**src/rtl/wb_trace_buffer.sv**
```systemverilog
`default_nettype none
// ============================================================================
//  Module   : wb_trace_buffer
//  Purpose  : Snoops register-file writebacks into a timestamped show-ahead
//             FIFO; drops and counts entries when full.
//  Revision : 1.0  initial release
// ============================================================================
module wb_trace_buffer #(
    parameter int DATA_W = 32,
    parameter int DEPTH  = 16,
    parameter int TS_W   = 16
) (
    input  logic                     clk,
    input  logic                     rst,
    input  logic                     wb_en,
    input  logic [4:0]               wb_rd,
    input  logic [DATA_W-1:0]        wb_data,
    input  logic                     capture_en,
    input  logic                     clear,
    input  logic                     rd_ready,
    output logic                     rd_valid,
    output logic [DATA_W-1:0]        rd_data,
    output logic [4:0]               rd_reg,
    output logic [TS_W-1:0]          rd_ts,
    output logic [$clog2(DEPTH):0]   count,
    output logic                     overflow,
    output logic [15:0]              drop_cnt
);

    localparam int AW = $clog2(DEPTH);
    localparam int CW = AW + 1;
    localparam logic [CW-1:0] C_FULL    = CW'(DEPTH);
    localparam logic [15:0]   C_DROPMAX = 16'hFFFF;

    logic [CW-1:0]   count_q, count_d;
    logic [AW-1:0]   wr_ptr_q, wr_ptr_d;
    logic [AW-1:0]   rd_ptr_q, rd_ptr_d;
    logic [TS_W-1:0] ts_q, ts_d;
    logic            overflow_q, overflow_d;
    logic [15:0]     drop_cnt_q, drop_cnt_d;

    logic [DATA_W-1:0] data_mem_q [DEPTH];
    logic [4:0]        reg_mem_q  [DEPTH];
    logic [TS_W-1:0]   ts_mem_q   [DEPTH];

    logic w_push, w_pop, w_full, w_empty, w_push_ok, w_drop, w_wr_en;

    assign w_full    = (count_q == C_FULL);
    assign w_empty   = (count_q == '0);
    assign w_push    = wb_en & capture_en & (wb_rd != 5'd0);
    assign w_pop     = ~w_empty & rd_ready;
    // A full FIFO can still accept a push when a pop frees the head slot.
    assign w_push_ok = w_push & (~w_full | w_pop);
    assign w_drop    = w_push & w_full & ~w_pop;
    assign w_wr_en   = w_push_ok & ~clear;

    always_comb begin
        ts_d       = ts_q + TS_W'(1);
        count_d    = count_q;
        wr_ptr_d   = wr_ptr_q;
        rd_ptr_d   = rd_ptr_q;
        overflow_d = overflow_q;
        drop_cnt_d = drop_cnt_q;
        if (clear) begin
            count_d    = '0;
            wr_ptr_d   = '0;
            rd_ptr_d   = '0;
            overflow_d = 1'b0;
            drop_cnt_d = '0;
        end else begin
            count_d = count_q + CW'(w_push_ok) - CW'(w_pop);
            if (w_push_ok) wr_ptr_d = wr_ptr_q + AW'(1);
            if (w_pop)     rd_ptr_d = rd_ptr_q + AW'(1);
            if (w_drop) begin
                overflow_d = 1'b1;
                if (drop_cnt_q != C_DROPMAX) drop_cnt_d = drop_cnt_q + 16'd1;
            end
        end
    end

    always_ff @(posedge clk or negedge rst) begin
        if (!rst) begin
            count_q    <= '0;
            wr_ptr_q   <= '0;
            rd_ptr_q   <= '0;
            ts_q       <= '0;
            overflow_q <= 1'b0;
            drop_cnt_q <= '0;
        end else begin
            count_q    <= count_d;
            wr_ptr_q   <= wr_ptr_d;
            rd_ptr_q   <= rd_ptr_d;
            ts_q       <= ts_d;
            overflow_q <= overflow_d;
            drop_cnt_q <= drop_cnt_d;
        end
    end

    // Storage needs no reset: head outputs are masked while empty.
    always_ff @(posedge clk) begin
        if (w_wr_en) begin
            data_mem_q[wr_ptr_q] <= wb_data;
            reg_mem_q[wr_ptr_q]  <= wb_rd;
            ts_mem_q[wr_ptr_q]   <= ts_q;
        end
    end

    assign rd_valid = ~w_empty;
    assign rd_data  = rd_valid ? data_mem_q[rd_ptr_q] : '0;
    assign rd_reg   = rd_valid ? reg_mem_q[rd_ptr_q]  : '0;
    assign rd_ts    = rd_valid ? ts_mem_q[rd_ptr_q]   : '0;
    assign count    = count_q;
    assign overflow = overflow_q;
    assign drop_cnt = drop_cnt_q;

endmodule
`default_nettype wire

```
**config.mk**
```make
export PLATFORM = sky130hd
export DESIGN_NAME = wb_trace_buffer
export DESIGN_NICKNAME = d
export VERILOG_FILES = /design/src/rtl/wb_trace_buffer.sv
export SDC_FILE = /design/constraint.sdc
export NUM_CORES = 1
export LEC_CHECK = 0
export CORE_MARGIN = 2
export CORE_UTILIZATION = 45
export CTS_BUF_LIST = sky130_fd_sc_hd__clkbuf_4
export DETAILED_ROUTE_END_ITERATION = 10
export SYNTH_ARGS = -nofsm -noshare
export SYNTH_HDL_FRONTEND = slang
export SYNTH_SLANG_ARGS = --single-unit
```
**constraint.sdc**
```tcl
create_clock -name clk -period 5.83 [get_ports clk]
set_clock_uncertainty 0.1 [all_clocks]
set_input_delay 1.166 -clock clk [delete_from_list [all_inputs] [get_ports clk]]
set_output_delay 1.166 -clock clk [all_outputs]
set_load 0.05 [all_outputs]
```
==> metrics.yaml, run 1 <==
run_status:
  status: "finished clean"
yosys:
  synth_area_um2: 34500
  synth_top_family_by_area: "multiplexers"
  synth.most_common_cell: "edfxtp_1"
  yosys.area.top_type: "edfxtp_1"
  synth_mux_area_share_pct: 17.1
  synth-seq-cells: 894
  syn-num-nets: 1611
  ys_top_cells_by_count: "848 x edfxtp_1, 212 x mux4_2, 108 x mux2i_1, 53 x o22ai_1"
  synth-simple-area-share_pct: 1.83
  synth.distinct_cells: 49
  synth_area_per_cell_um2: 22.2
  ys_warn_count: 0
  synth_async_sr_flop_share_pct: 5.15
  synth_top_area_share_pct: 73.8
  synth_xor_area_share_pct: 0.711
  synth-seq-area-share_pct: 77.2
  synthCells: 1554
  synth-edff-count: 848
  synth_ff_type: "edfxtp_1"
  synthTopCellsByArea: "edfxtp_1 74%, mux4_2 14%, dfrtp_1 3.3%"
  synth-compound-area-share_pct: 1.55
  synth_adder_area_share_pct: 0.530
clock_tree:
  ctsResizeCount: 1
  clkSinkCount: 894
  clkSlewWorstSetupHoldPaths_ps: 70
  cts_made_buffers: 221
  cts_tree: "yes"
  clock_path_buffers: 3
  cts_hold_buf: 0
  clock_latency_ps: 1050
  cts_setup_buffers: 0
  cts-root-buf: "clkbuf_4"
  h-tree-depth: 4
global_route:
  grt_pass1_wl_um: 113000
  grt_pass1_vias: 18200
  grt_max_degree: 67
  antenna_found_initial: 1
  grt_usage_pct: 19.8
  gr-total-overflow: 0
critical_path:
  critical_path_required_ps: 4560
  reg2reg_depth: 12
  end_kind: "output port"
  cp_data_arrival_time_ps: 4240
  rr_endpoint: "count[4]"
  regToRegStartpoint: "count[2]"
  startpoint: "count[2]"
  cp_max_fo: 18
  start_kind: "flip-flop"
  r2r_slack_ps: 2330
  crit_type: "flip-flop to output port"
sta:
  tns_ps: 0
  period_minus_slack_ps: 5510
  maxSlewHeadroom_pct: 42.4
  maxSlewViolCount: 0
  setup_violations: 0
  final-hold-violation-count: 0
  min_period_over_period_pct: 94.5
  tightest_slew_ps: 864
  rsz0062_at_grt: "false"
  fmax_ghz: 0.182
pwr:
  netSwitchingFraction_pct: 29.0
  seqPwrFrac_pct: 44.1
  pwr-share-clk_pct: 32.3
  p_comb_share_pct: 23.7
  p_leak_nw: 12.7
  finalPower_mw: 16.2
  power_density_nw_per_um2: 403
  p_switching_mw: 4.70
  internal-power_mw: 11.5
  peakVddDrop_uv: 256
routing:
  drc: 0
  dr.pass1.iters: 5
  vias: 16800
  drt_iter0_markers: 1272
  wl_per_cell_um: 24.9
  ant_nets: 0
  wirelength_um: 75800
  vias_per_cell: 5.53
place:
  dp_hpwl_um: 39500
  port_buffers: 118
  place.gp.congestion: 0.719
  placedInstanceArea_um2: 37400
die:
  die_y_um: 281
  core-area_um2: 75900
  row_count: 101
  die-area_um2: 78900
  die_w_um: 281
  io_pins: 119
  start_util_pct: 45.4
final_layout:
  final_nets: 1919
  area_growth_pct: 16.7
  drive_gt1_share_pct: 32.3
  final_cell_area_um2: 40200
worst_hold_path:
  min_path_type: "primary input to async pin"
run:
  maxCapViolCount: 0
## cells by family (layout without fill, tap and decap cells)
group,after synthesis,in the layout
other,0,1
and+or+nand+nor,123,123
buffers and inverters,92,555
DFF,894,894
AOI/OAI and AO/OA,81,81
xor gates and xnor gates,28,28
adders and majority gates,14,14
muxes,322,322
## stage by stage
step / worst slack (ps) / utilization (%) / std cells / hold WS, ps
floorplan: 1160 / - / 1554 / 457
global placement: 907 / 49.2 / 2669 / 391
detailed placement: 800 / 49.2 / 2669 / 394
CTS: 186 / 53.0 / 3047 / 12.3
global route: 120 / 53.0 / 3048 / 71.9
finish: 320 / 53.0 / 3048 / 133
## cell usage in the layout (no fill, tap or decap), types with 5 or more instances in the layout
cell type / instances
clkdlybuf4s50_1: 117
nor4_1: 5
nor2_4: 16
or3_1: 5
clkinv_2: 5
a21oi_1: 11
clkinvlp_4: 6
inv_1: 10
xor2_1: 12
nor2_1: 30
edfxtp_1: 848
nand2_1: 11
dfrtp_1: 42
clkbuf_4: 338
o22ai_1: 53
clkinv_1: 20
bufinv_16: 6
nand4_1: 11
buf_4: 29
nand3_1: 12
xnor2_1: 16
mux2i_1: 108
and3_1: 8
buf_12: 20
mux4_2: 212
ha_1: 13
## cell type report
type	count	area, um^2
Tap cell	1030	1290
Sequential cell	894	26600
Clock inverter	40	347
Antenna cell	1	2.50
Timing Repair Buffer	167	1790
Inverter	10	37.5
Multi-Input combinational cell	568	7600
Fill cell	5989	35700
Clock buffer	338	2540
## state kept, by name, indices dropped and copies added, names as in the netlist
register and flops:
overflow 1, data_mem_q 512, ts_mem_q 256, rd_ptr_q 4
reg_mem_q 80, drop_cnt 16, wr_ptr_q 4, count 5
ts_q 16
## per-layer routing
layer / track usage (%) / part of all wire, % / wire length, um / vias up
met4: 6.40 / 1.8 / 1380 / 0
li1: - / - / - / 7309
met5: 0 / 0 / 0 / -
met1: 26.7 / 43 / 32600 / 8953
met3: 4.66 / 5.5 / 4190 / 105
met2: 32.0 / 50 / 37600 / 477
## power by group through the flow
stage / combinational [mW] / clock [mW] / sequential, mW
after floorplan: 2.71 / 0 / 7.24
after global placement: 3.90 / 0 / 7.29
after detailed placement: 3.91 / 0 / 7.29
after CTS: 3.92 / 5.40 / 7.15
after global routing: 4.07 / 5.72 / 7.16
final: 3.84 / 5.23 / 7.15
## how the worst max path moves through the flow
stage	slack, ps	end	cells past startpoint
after global placement	910	count[4]	13
after floorplan	1160	data_mem_q[12][0]	5
after global routing	120	rd_reg[4]	6
final	320	rd_reg[4]	6
after CTS	190	rd_reg[4]	6
after detailed placement	800	count[4]	13
## critical path, cell delays in order, from the launching register on
cell and delay [ps]:
dfrtp_1 420, inv_1 100, ha_1 160, or4b_1 610
nand2b_2 680, o22ai_1 390, clkdlybuf4s50_1 820
Power figures use the tool's default switching activity.
==> run 2: changes to the inputs <==
CTS_CLUSTER_DIAMETER = 50   (was unset)
==> results of run 2 <==
Same layout as run 1: the final DEF is identical, and so are final timing and power.
==> run 3: changes to the inputs <==
CELL_PAD_IN_SITES_DETAIL_PLACEMENT = 0   (was unset)
CELL_PAD_IN_SITES_GLOBAL_PLACEMENT = 1   (was unset)
CORE_MARGIN = 3   (was 2)
DONT_BUFFER_PORTS = 1   (was unset)
PLACE_DENSITY_LB_ADDON = 0.1   (was unset)
==> run 3 against run 2 <==
Worst setup slack better by 290 ps. Sequential share of layout area up 0.67 points. Largest cell class unchanged. Fmax is 5.6% higher. Clock-buffer cell count is 4 lower. Power down 0.53%. Cell count decreased by 0.69%. Largest power group unchanged. Global-route usage up 0.96 points. Combinational power decreased by 5.7%. Clock power is 1% higher. Non-clock buffer count shrank 28.
==> metrics.yaml, run 3 (synthesized netlist as in run 1, its figures left out) <==
run_status:
  status: "finished clean"  # unchanged
routing:
  vias: 17000  # was 16800
  dr.pass1.iters: 6  # was 5
  vias_per_cell: 5.60  # was 5.53
  ant_nets: 0  # unchanged
  drt_iter0_markers: 1238  # was 1272
  drc: 0  # unchanged
  wl_per_cell_um: 26.7  # was 24.9 um
  wirelength_um: 80900  # was 75800 um
clock_tree:
  cts-root-buf: "clkbuf_4"  # unchanged
  clkSinkCount: 894  # unchanged
  clock_latency_ps: 1040  # was 1050 ps
  h-tree-depth: 4  # unchanged
  clock_path_buffers: 3  # unchanged
  cts_tree: "yes"  # unchanged
  cts_made_buffers: 227  # was 221
  clkSlewWorstSetupHoldPaths_ps: 60  # was 70 ps
die:
  start_util_pct: 45.9  # was 45.4%
  core-area_um2: 75200  # was 75900 um^2
  io_pins: 119  # unchanged
  die-area_um2: 80000  # was 78900 um^2
  die_w_um: 283  # was 281 um
  row_count: 100  # was 101
  die_y_um: 283  # was 281 um
critical_path:
  crit_type: "flip-flop to output port"  # unchanged
  end_kind: "output port"  # unchanged
  critical_path_required_ps: 4560  # about the same
  start_kind: "flip-flop"  # unchanged
  regToRegStartpoint: "count[3]"  # was count[2]
  cp_max_fo: 18  # unchanged
  startpoint: "count[3]"  # was count[2]
  cp_data_arrival_time_ps: 3950  # was 4240 ps
final_layout:
  area_growth_pct: 15.5  # was 16.7%
  max_flop_register: "data_mem_q"  # unchanged
  drive_gt1_share_pct: 35.0  # was 32.3%
  instances_no_fill: 3027  # was 3048
  final_cell_area_um2: 39800  # was 40200 um^2
  final_common_cell: "edfxtp_1"  # unchanged
  fin_util_pct: 53.0  # about the same
  largestRegisters: "data_mem_q (512), ts_mem_q (256), reg_mem_q (80)"  # unchanged
  largest_reg_flops: 512  # unchanged
  final_nets: 1897  # was 1919
  final_cell_mix: "848 x edfxtp_1, 334 x clkbuf_4, 212 x mux4_2"  # was 848 x edfxtp_1, 338 x clkbuf_4, 212 x mux4_2
sta:
  final-hold-violation-count: 0  # unchanged
  rsz0062_at_grt: "false"  # unchanged
  maxSlewViolCount: 0  # unchanged
  period_minus_slack_ps: 5220  # was 5510 ps
  fmax_ghz: 0.192  # was 0.182 GHz
  tns_ps: 0  # unchanged
  timing.hold.ws_ps: 155  # was 133 ps
  setup_ws_ps: 614  # was 320 ps
  setup_violations: 0  # unchanged
  tightest_slew_ps: 1080  # was 864 ps
  maxSlewHeadroom_pct: 27.5  # was 42.4%
  min_period_over_period_pct: 89.5  # was 94.5%
place:
  place_inst: 2589  # was 2669
  dp_hpwl_um: 42000  # was 39500 um
  placedInstanceArea_um2: 36500  # was 37400 um^2
  dp_slack_ps: 1170  # was 800 ps
  place.gp.congestion: 0.726  # was 0.719
  port_buffers: 0  # was 118
global_route:
  grt_usage_pct: 20.8  # was 19.8%
  antenna_found_initial: 2  # was 1
  grt_pass1_wl_um: 119000  # was 113000 um
  grt_pass1_vias: 18300  # was 18200
  gr-total-overflow: 0  # unchanged
  grt_max_degree: 55  # was 67
pwr:
  p_leak_nw: 12.7  # about the same
  power_density_nw_per_um2: 405  # was 403 nW/um^2
  peakVddDrop_uv: 258  # was 256 uV
  finalPower_mw: 16.1  # was 16.2 mW
worst_hold_path:
  min_path_type: "primary input to flip-flop"  # was primary input to async pin
  hold_start: "wb_data[15]"
run:
  maxCapViolCount: 0  # unchanged
[run 3: cell types whose count changed in the layout (fill, tap and decap cells not counted), sizes merged]
cell / previous run / this run
buf: 50 / 98
clkbuf: 338 / 334
dlygate4sd3: 0 / 41
inv: 11 / 13
clkinv: 27 / 47
clkinvlp: 6 / 2
clkdlybuf4s50: 117 / 0
diode: 1 / 5
bufinv: 6 / 5
[run 3: report_power, final]
part	leakage (nW)	internal, mW	switching [mW]
registers	8.40	7.04	0.193
clock network	1.73	2.83	2.45
logic	2.59	1.47	2.15
total	12.7	11.3	4.79
[run 3: critical path: stages (launching register included)]
cell and delay [ps]:
dfrtp_1 580, inv_1 180, ha_1 180, or4b_4 650, nand2_2 420, buf_4 470
o22ai_1 170, buf_4 230
[run 3: final timing paths]
kind,cells past startpoint,slack (ps),endpoint
worst min register to register,2,510,wr_ptr_q[3]
max in group asynchronous,2,4800,ts_q[1]
worst max register to register,8,1610,data_mem_q[1][1]
worst max-delay path,7,610,rd_ts[12]
min in group asynchronous,2,580,drop_cnt[4]
worst min-delay path,0,150,data_mem_q[14][15]
[run 3: repair_timing]
item | CTS | global route
gates resized for setup | 1 | 0
hold buffers | 42 | 0
buffers inserted | 0 | 0
endpoints found under the setup margin | 18 | 0
hold endpoints to repair | 567 | 0
[run 3: per-layer routing]
metal | vias up | share of wire (%) | global-route usage (%)
met1 | 9084 | 43 | 28.4
met5 | - | 0 | 0
li1 | 7268 | - | -
met2 | 509 | 50 | 33.8
met3 | 97 | 5.6 | 4.69
met4 | 0 | 1.4 | 6.28
[run 3: layout make-up]
cell class                 count  area [um^2]
antenna                        5         12.5
clock buffer                 334         2510
clock inverter                57          402
fill                        6011        35400
inverter                      10         37.5
multi-input combinational    568         7610
sequential                   894        26600
tap                         1020         1280
timing repair buffer         139         1370
==> RTL change 1, RTL diff (settings of run 3) <==
The parameter `DEPTH` goes from 16 to 8.
--- a/src/rtl/wb_trace_buffer.sv
+++ b/src/rtl/wb_trace_buffer.sv
@@ -7,7 +7,7 @@
 // ============================================================================
 module wb_trace_buffer #(
     parameter int DATA_W = 32,
-    parameter int DEPTH  = 16,
+    parameter int DEPTH  = 8,
     parameter int TS_W   = 16
 ) (
     input  logic                     clk,
Interface: changed (resized count); port bits go from 119 to 118. The function was not compared with the original's and may differ.
==> RTL change 1 against run 3 <==
Sequential cell count is 427 lower. Cell area is 49% lower. Critical path depth is 3 lower. Clock power is 49% lower. Register-to-register slack better by 720 ps. Setup slack better by 500 ps. Synthesized area is 47% lower. Cell count is 47% lower. Die area is 46% lower. First-iteration DRC count is 52% lower. Power is 46% lower. Wire length is 53% lower. Fmax is 11% higher. Count of clock-buffer cells in the layout is 153 lower. Largest cell class unchanged. Largest power group unchanged.
==> RTL change 1: results (changes against run 3) <==
| Metric | Value |
|---|---|
| Status | `complete, no violations` |
| Clkbuf count | `181 (-46%)` |
| Cell family with most CP delay | `flip-flops` |
| Max FO, Critical Path | `50 (+32)` |
| Nets | `1,046 (-45%)` |
| Smallest hold slack | `136 ps (-18.5 ps)` |
| Fin cells | `1,610 (-47%)` |
| GR Util All Layers | `17.9% (-2.8 points)` |
| Post-DP HPWL | `19.3 mm (-54%)` |
| Synth Area in XOR/XNOR | `1.01% (+0.30 points)` |
| Synth Register Bits | `467 (-48%)` |
| Routed len/inst | `23.7 µm (-11%)` |
| RR Startpoint | `count[2]$_DFF_PN0_` |
| Synth area leaders | `edfxtp_1 70%, mux4_2 13%, dfrtp_1 5.9%` |
| Sequential element share of the synthesized area | `75.7% (-1.4 points)` |
| Commonest cells post-synth | `424 x edfxtp_1, 106 x mux4_2, 77 x nor2_1, 55 x mux2i_1, 43 x dfrtp_1` |
| Yosys cell types | `41 (-16%)` |
| H-tree levels | `3 (-1)` |
| Pwr/cell area | `425 mW/mm² (+5.0%)` |
| Fillers | `3,227 (-46%)` |
| N_diodes | `1 (-4)` |
| Largest net degree at the start of global routing | `60 (+9.1%)` |
| Cell Area, Placed | `0.0189 mm² (-48%)` |
| Final min period | `4710 ps (-503 ps)` |
| Setup Slack @ Placement | `1810 ps (+641 ps)` |
| Seq group | `3.90 mW (-46%)` |
| Power share of the combinational group | `24.2% (+1.8 points)` |
| CP max stage cell | `dfrtp_4` |
| NonClk Buf Share | `0.808% (-2.6 points)` |
| Pleak | `6.62 nW (-48%)` |
| Latest clock arrival within the worst-skew pair | `780 ps (-260 ps)` |
| Compound-cell area share of the yosys netlist | `1.21% (-0.33 points)` |
| Relative slew slack | `29.7% (+2.2 points)` |
| Mapped Area | `0.0182 mm² (-47%)` |
| Invs w/o clock | `9 (-1)` |
| Initial antenna violation count | `1 (-1)` |
| Area of the multi-input gates | `0.00426 mm² (-44%)` |
| CP Launch Point | `rd_ptr_q[0]$_DFFE_PN0P_` |
| Worst vdd ir | `0.000227 V (-12%)` |
| Mux contribution to synthesized area | `16.1% (-0.94 points)` |
| Worst r2r dst | `data_mem_q[0][7]$_DFFE_PP_` |
| Async SR Flop Fraction | `9.21% (+4.1 points)` |
| CP max stage delay | `1110 ps (+460 ps)` |
| Bufs w/o clock | `16 (-88%)` |
-- RTL change 1: cell types whose count changed in the layout (fill, tap and decap cells not counted), moves of 53 or more --
cell      change
edfxtp_1    -424
buf_4        -68
o22ai_1      -53
mux2i_1      -53
mux4_2      -106
clkbuf_4    -153
-- RTL change 1: what timing repair did --
action,CTS,global route
gates resized for setup,0,0
hold buffers,1,0
endpoints found under the hold margin,43,0
-- RTL change 1: logic make-up after synthesis --
group,count (synthesis)
AO/OA/AOI/OAI,34
multiplexers,161
adder cells (fa/ha/maj),10
XOR/XNOR,21
AND/OR/NAND/NOR,154
flip-flops,467
buffers and inverters,51
-- RTL change 1: layer usage --
metal | vias up | global-route usage, % | routed length, µm
li1 | 3895 | - | -
met2 | 259 | 30.3 | 19600
met5 | - | 0 | 0
met4 | 0 | 6.53 | 669
met3 | 56 | 4.90 | 2430
met1 | 4594 | 22.4 | 15500
==> RTL change 2, RTL diff (settings of run 3) <==
Made on the original files. Put one more register stage on the output `drop_cnt`, with the module's reset. The value now appears one clock later. The other outputs are not delayed to match.
--- a/src/rtl/wb_trace_buffer.sv
+++ b/src/rtl/wb_trace_buffer.sv
@@ -111,7 +111,13 @@
     assign rd_ts    = rd_valid ? ts_mem_q[rd_ptr_q]   : '0;
     assign count    = count_q;
     assign overflow = overflow_q;
-    assign drop_cnt = drop_cnt_q;
+    always_ff @(posedge clk or negedge rst) begin
+        if (!rst) begin
+            drop_cnt <= '0;
+        end else begin
+            drop_cnt <= drop_cnt_q;
+        end
+    end
 
 endmodule
 `default_nettype wire
Formal check against the unedited RTL: no difference found for any inputs over 4 cycles, from zero or initial values and one cycle with rst low; that may be too few to reach the edited logic, so the function may still have changed.
==> RTL change 2 against run 3 <==
Sequential cell count is 16 higher. Sequential share of layout area rose by 0.69 points. First-iteration DRC count decreased by 4.7%. Sequential power grew 0.8%. Setup slack got worse by 110 ps. Cell area up 0.45%. Non-clock buffer count decreased by 4. Synthesized area increased by 1.2%. Power hardly changed. Wire length shrank 0.77%. Critical path type unchanged. Critical endpoint is now rd_ts[1].
==> RTL change 2: results (changes against run 3) <==
| Metric | Value |
|---|---|
| Commonest cells post-synth | `848 x edfxtp_1, 212 x mux4_2, 108 x mux2i_1, 62 x dfrtp_1, 53 x o22ai_1` |
| Fin cells | `3,058 (+1.0%)` |
| Yosys cell types | `48 (-2.0%)` |
| R2R cell count | `13 (+5)` |
| Largest net degree at the start of global routing | `74 (+35%)` |
| Worst vdd ir | `0.000316 V (+23%)` |
| Synth area leaders | `edfxtp_1 73%, mux4_2 14%, dfrtp_1 4.4%` |
| Die W | `285 µm (+0.59%)` |
| GR Util All Layers | `20.2% (-0.57 points)` |
| Pleak | `12.7 nW (about the same)` |
| Via density per instance | `5.54 (-1.2%)` |
| M1 WL | `33.8 mm (-2.9%)` |
| Synth Flop Type | `edfxtp_1` |
| Relative slew slack | `27.1% (-0.38 points)` |
| Routability cong. | `0.707 (-2.6%)` |
| Syn_area_per_cell | `22.4 µm² (+0.89%)` |
| WL final | `80.2 mm (-0.77%)` |
| Setup Slack @ Placement | `1520 ps (+350 ps)` |
| Share of layout cells above drive strength 1 | `34.3% (-0.63 points)` |
| Period utilization | `91.4% (+2.0 points)` |
| Max FO, Critical Path | `53 (+35)` |
| CTS Buf Count | `229 (+0.88%)` |
| CTS Hold Bufs | `41 (-2.4%)` |
| Fillers | `6,174 (+2.7%)` |
| Number of global-route vias before repair | `18,200 (-0.79%)` |
| Flop-to-flop setup slack | `1980 ps (+370 ps)` |
| Placed Cells | `2,605 (+0.62%)` |
| Sequential element share of the synthesized area | `77.4% (+0.22 points)` |
| Status | `complete, no violations` |
| CTS clk-pin slew, worst paths | `60 ps (about the same)` |
| Drt pass-1 iters | `5 (-1)` |
| First-pass GRT wire length | `119 mm (about the same)` |
## RTL change 2: cell types whose count changed after synthesis, sizes merged, moves of 6 or more
cell	run 3	this run
o21ai	4	10
dfrtp	46	62
or3	5	11
and3	8	17
nor2	46	25
## RTL change 2: layer usage
metal / up-vias / global-route usage [%]
li1: 7288 / -
met1: 9069 / 26.4
met2: 444 / 33.8
met3: 126 / 4.50
met4: 0 / 6.70
met5: - / 0
## RTL change 2: metrics by stage
step | power [mW] | cell area, µm²
after floorplan | 10.2 | 34900
after global placement | 11.1 | 36700
after detailed placement | 11.1 | 36700
after CTS | 16.4 | 40000
after global routing | 16.9 | 40000
final | 16.1 | 40000
## RTL change 2: worst min-delay path by stage
stage,startpoint,endpoint,slack (ps),depth (start not counted)
floorplan,drop_cnt_q[15]$_DFFE_PN0P_,drop_cnt[15]$_DFF_PN0_,270,0
global placement,drop_cnt_q[15]$_DFFE_PN0P_,drop_cnt[15]$_DFF_PN0_,320,0
detailed placement,drop_cnt_q[15]$_DFFE_PN0P_,drop_cnt[15]$_DFF_PN0_,330,0
CTS,wb_data[31],data_mem_q[13][31]$_DFFE_PP_,0.05,0
global route,wb_data[30],data_mem_q[1][30]$_DFFE_PP_,30,0
finish,wb_data[0],data_mem_q[2][0]$_DFFE_PP_,170,0
## RTL change 2: cell families after synthesis
group           share of synthesized area, %
xor+xnor                               0.602
mux                                     16.9
compound gates                          1.53
simple gates                            1.89
buf+inv                                 1.20
flops                                   77.4
fa+ha+maj                              0.523
## RTL change 2: report_power, final
part | switching, mW | internal (mW) | total (mW)
sequential | 0.138 | 7.16 | 7.29
combinational | 2.16 | 1.52 | 3.68
clock | 2.53 | 2.63 | 5.16
total | 4.83 | 11.3 | 16.1
## RTL change 2: final cells by class
class                   count  area share [%]
diodes                      1         0.00625
clock buffers             327            6.13
clock inverters            84            1.00
inverters                  10          0.0938
multi-input cells         561            19.0
flip-flops and latches    910            67.5
well taps                1030            3.22
repair buffers            135            3.05
## RTL change 2: worst max-delay path: stages, from the launching register on
cell      delay, ps
dfrtp_1         580
inv_1           170
ha_1            170
or4b_1          790
nand2b_4        770
o22ai_1         230
buf_4           250
